--- src/rtl/lc3_pkg.sv ---
// Shared LC-3 types: register index and data words, register count, and the
// state encoding of the register-dump sequencer.
package lc3_pkg;

    localparam int LC3_NUM_REGS = 8;

    typedef logic [2:0]  reg_idx_t;
    typedef logic [15:0] word_t;

    typedef enum logic [1:0] {
        IDLE    = 2'd0,
        FETCH   = 2'd1,
        PRESENT = 2'd2,
        FIN     = 2'd3
    } dump_state_t;

endpackage

--- src/rtl/reg_dump_sequencer.sv ---
// Walks the LC-3 register file R0..R7 through the SR1 read port and streams
// each captured value, tagged with its index, on a valid/ready output.
module reg_dump_sequencer
    import lc3_pkg::*;
#(
    parameter int NUM_REGS = LC3_NUM_REGS,
    parameter int DATA_W   = 16,
    parameter int IDX_W    = 3
) (
    input  logic              Clk,
    input  logic              Reset,
    input  logic              Start,
    input  logic              Abort,
    output logic [IDX_W-1:0]  SR1_Sel,
    input  logic [DATA_W-1:0] SR1_In,
    output logic [DATA_W-1:0] Out_Data,
    output logic [IDX_W-1:0]  Out_Idx,
    output logic              Out_Valid,
    input  logic              Out_Ready,
    output logic              Busy,
    output logic              Done,
    output dump_state_t       State
);

    localparam logic [IDX_W-1:0] LAST_IDX = IDX_W'(NUM_REGS - 1);

    dump_state_t      state;
    logic [IDX_W-1:0] idx;

    // Output stream: a word transfers on any edge where Out_Valid and
    // Out_Ready are both high and Abort is low. Once raised, Out_Valid and
    // the payload hold until that transfer, an Abort, or Reset.

    // The register file reads combinationally from SR1_Sel, so the select is
    // simply the live index; it only has meaning while Busy.
    assign SR1_Sel = idx;
    assign State   = state;

    always_ff @(posedge Clk) begin
        if (Reset) begin
            state     <= IDLE;
            idx       <= '0;
            Out_Data  <= '0;
            Out_Idx   <= '0;
            Out_Valid <= 1'b0;
            Busy      <= 1'b0;
            Done      <= 1'b0;
        end else if (Abort && state != IDLE) begin
            // Abort beats a same-cycle handshake: the presented word is dropped.
            state     <= IDLE;
            Out_Valid <= 1'b0;
            Busy      <= 1'b0;
            Done      <= 1'b0;
        end else begin
            Done <= 1'b0;
            case (state)
                IDLE: begin
                    if (Start) begin
                        state <= FETCH;
                        idx   <= '0;
                        Busy  <= 1'b1;
                    end
                end
                FETCH: begin
                    Out_Data  <= SR1_In;
                    Out_Idx   <= idx;
                    Out_Valid <= 1'b1;
                    state     <= PRESENT;
                end
                PRESENT: begin
                    if (Out_Ready) begin
                        Out_Valid <= 1'b0;
                        if (idx == LAST_IDX) begin
                            state <= FIN;
                            Done  <= 1'b1;
                        end else begin
                            idx   <= idx + 1'b1;
                            state <= FETCH;
                        end
                    end
                end
                FIN: begin
                    state <= IDLE;
                    Busy  <= 1'b0;
                end
                default: begin
                    state     <= IDLE;
                    Out_Valid <= 1'b0;
                    Busy      <= 1'b0;
                end
            endcase
        end
    end

endmodule
--- config.mk ---
export PLATFORM = sky130hd
export DESIGN_NAME = reg_dump_sequencer
export DESIGN_NICKNAME = d
export VERILOG_FILES = /design/src/rtl/lc3_pkg.sv /design/src/rtl/reg_dump_sequencer.sv
export SDC_FILE = /design/constraint.sdc
export NUM_CORES = 1
export LEC_CHECK = 0
export BUFFER_PORTS_ARGS = -buffer_cell sky130_fd_sc_hd__buf_2
export CAP_MARGIN = 20
export CORE_UTILIZATION = 35
export DETAILED_ROUTE_END_ITERATION = 7
export PLACE_DENSITY_LB_ADDON = 0.12
export SLEW_MARGIN = 20
export SYNTH_ARGS = -nofsm -noshare
export SYNTH_HDL_FRONTEND = slang
export SYNTH_SLANG_ARGS = --single-unit
--- constraint.sdc ---
create_clock -name Clk -period 1.5 [get_ports Clk]
set_input_delay 0.3 -clock Clk [delete_from_list [all_inputs] [get_ports Clk]]
set_output_delay 0.3 -clock Clk [all_outputs]
set_load 0.02 [all_outputs]
==> metrics <==
outcome complete, no violations; Hold EP Out_Data[10]; Placed Area 0.00141 sq mm; Hold Path Class primary input to flop; top post-synthesis cells by area dfxtp_1 (48%), nand2_1 (13%), a21oi_1 (9.0%); largest family of logic cells by synthesized area simple AND/OR/NAND/NOR gates; most frequent cells in the layout buf_2 (47), nand2_1 (40), dfxtp_1 (24); CTS tree yes; required time of the critical path 1.76 ns; WP buf/inv 0; min cycle time layout 1.43 ns; worst-skew pair later-pin latency 0.33 ns; Multi-input gate area 524 sq um; Die H a little under 60 microns; delay-heaviest family, CP simple AND/OR/NAND/NOR gates; Syn. warnings 0; r2r worst-path depth 5; vias in the first global route 950; IO Pins 48; Comb pwr share 0.139; Sequential Area 544 sq um; Clk Tree Root Cell clkbuf_4; Final WS setup between 0.06 and 0.07 ns; CP Data Arrival Time 1.69 ns; initial antenna violation count 0; PD cells 841 mW/mm^2; DP Cell Count 217; Num CTS Buffers 3; Avg Cell Area, Syn 8.87 sq um; final count of hold timing violations 0; # setup viols final 0; Max-slew headroom 0.774; maxcap violations 0; post-route setup TNS 0 ns; first-pass GRT wire length 4020 microns; crit path from SR1_Sel[0]; vias post-DR 1,056; Post-Layout Cell Count roughly 220; top cell type's share of synthesized area 0.484; Synth area leader dfxtp_1; top fanout value on the critical path 4; CP startpoint kind flop; mux cell area share after synthesis 0; routed length per instance around 11 microns; layout cells sized above 1 0.402; Initial Util 0.366; Psw 0.327 mW; CP Capture Type flop; unrepaired setup endpoints after global routing false; Post-Place Worst Slack -0.00382 ns; Sw Ratio 0.263; Synth Area in Compound Gates 0.160; r2r endpoint State[1]; GRT Total Usage 0.153; Internal 0.914 mW; initial DRC count 40; Syn Inst Count 126; Hold Path Depth 3; Worst Skew about 0.0096 ns; full die area 0.00342 sq mm; Mapped Nets 149; clock group share of total power 0.257; crit path cell chain ha_2 -> ha_2 -> nor2b_1 -> or3b_1 -> a211oi_2; Final Net Count 203; Unique masters post-synth 27; final hold slack 0.187 ns; CTS Buffer Depth 2; Clk pin slew, worst setup/hold paths around 0.15 ns; #FFs+latches synth 27; final period utilization 0.955; startpoint of the worst hold path SR1_In[10]; R2R Setup Slk between 0.06 and 0.07 ns; Vias/cell 4.74; Pleak 0.644 nW; GPL Wtd Cong 0.796; fmax 0.698 GHz; first-pass iteration count of the detailed router 4; Detailed Place HPWL about 1800 microns; actual slew at the worst max-slew pin 0.338 ns; CTS H-Tree Depth 1; Post-Synth XOR/XNOR Area 0; slowest CP cell or3b_1; Antenna Diode Count 0; post-synthesis adder-cell area fraction 0.0314; Final ANT Viol Nets 0; Core Rows 20; largest net degree at the start of global routing 20; Die W 58.5 microns; Layout area overhead 32.0%; sequential share of power 0.604; Seq/Total Area, Yosys 0.484; IO buf count 47; # fillers 325; CP Class flop to flop; Routed Wire Length 2450 microns; grt ovf 0; Residual DRC 0; Max IR drop VDD between 0.3 and 0.4 mV; Crit Reg-Reg Startpoint SR1_Sel[0]; clk sinks 27; Post-Syn Area 0.00112 sq mm; most common cell after layout, fill and taps aside buf_2; area of all placed cells without fillers between 0.001 and 0.0015 sq mm; most common cell type on the critical path ha_2; worst stage delay on the critical path 0.37 ns; area of the core between 0.003 and 0.004 sq mm; max-slew violation count 0; Post-Synth Simple-Gate Area 0.261
[sequential cells by signal (all words and copies together), names as in the netlist]
register,count
State,2
SR1_Sel,3
Out_Valid,1
Out_Data,16
Busy,1
Out_Idx,3
Done,1
[worst max-delay path by stage]
| stage | end | slack [ns] | depth (start not counted) |
|---|---|---|---|
| finish | State[1] | 0.07 | 5 |
| global route | State[1] | 0.01 | 5 |
| CTS | State[1] | 0.007 | 2 |
| detailed placement | SR1_Sel[1] | -0.004 | 5 |
| global placement | SR1_Sel[1] | 0.09 | 5 |
| floorplan | SR1_Sel[1] | 0.05 | 5 |
[cell families (layout without fill, tap and decap cells)]
logic type / count (synthesis) / in the layout
buffers and inverters: 10 / 63
flip-flops: 27 / 27
AO/OA/AOI/OAI: 29 / 29
AND/OR/NAND/NOR: 57 / 57
adder cells (fa/ha/maj): 3 / 3
[routing by layer]
layer | track usage | share of wire
met5 | 0 | 0
met4 | 0.0816 | 0.0065
met1 | 0.202 | 0.47
met3 | 0.0286 | 0.051
met2 | 0.238 | 0.47
[power by group through the flow]
| stage | clock network (mW) | registers [mW] | logic (mW) |
|---|---|---|---|
| 5_1_grt | 0.359 | 0.753 | 0.190 |
| 2_1_floorplan | 0 | 0.792 | 0.0775 |
| 3_3_place_gp | 0 | 0.765 | 0.166 |
| 3_5_place_dp | 0 | 0.766 | 0.170 |
| 4_1_cts | 0.336 | 0.750 | 0.171 |
| 6_report | 0.318 | 0.750 | 0.172 |
[per-stage QoR]
step / total power [mW] / utilization
4_1_cts: 1.26 / 0.473
3_3_place_gp: 0.931 / 0.462
3_5_place_dp: 0.935 / 0.462
5_1_grt: 1.30 / 0.483
6_report: 1.24 / 0.483
2_1_floorplan: 0.869 / -
[area by class of cell]
class / instances / area share
Timing Repair Buffer: 58 / 0.215
Clock buffer: 3 / 0.0153
Clock inverter: 1 / 0.00509
Multi-Input combinational cell: 89 / 0.355
Tap cell: 44 / 0.0373
Inverter: 1 / 0.00254
Sequential cell: 27 / 0.369
[synthesized netlist by cell type, drive strengths merged]
cell type	count
nand2	40
dfxtp	27
a21oi	20
buf	6
nand2b	5
clkbuf	3
nor2b	3
a211oi	2
a32o	2
ha	2
o31ai	2
or3b	2
a31oi	1
and3	1
and4bb	1
inv	1
maj3	1
nand3b	1
nor2	1
nor3b	1
nor4b	1
o221ai	1
o32ai	1
or4b	1
[worst min-delay path, delay by kind of cell]
family                 cells  cell delay, ns
buffers and inverters      1            0.10
AO/OA/AOI/OAI              1            0.05
AND/OR/NAND/NOR            1            0.04
[what timing repair did]
action                                  4_1_cts  5_1_grt
hold buffers                                  0        0
resized for setup                             1        4
buffers inserted                              0        2
endpoints found under the setup margin        2        4
pin swaps                                     0        1
No activity file was read; power rests on OpenSTA's default activity.
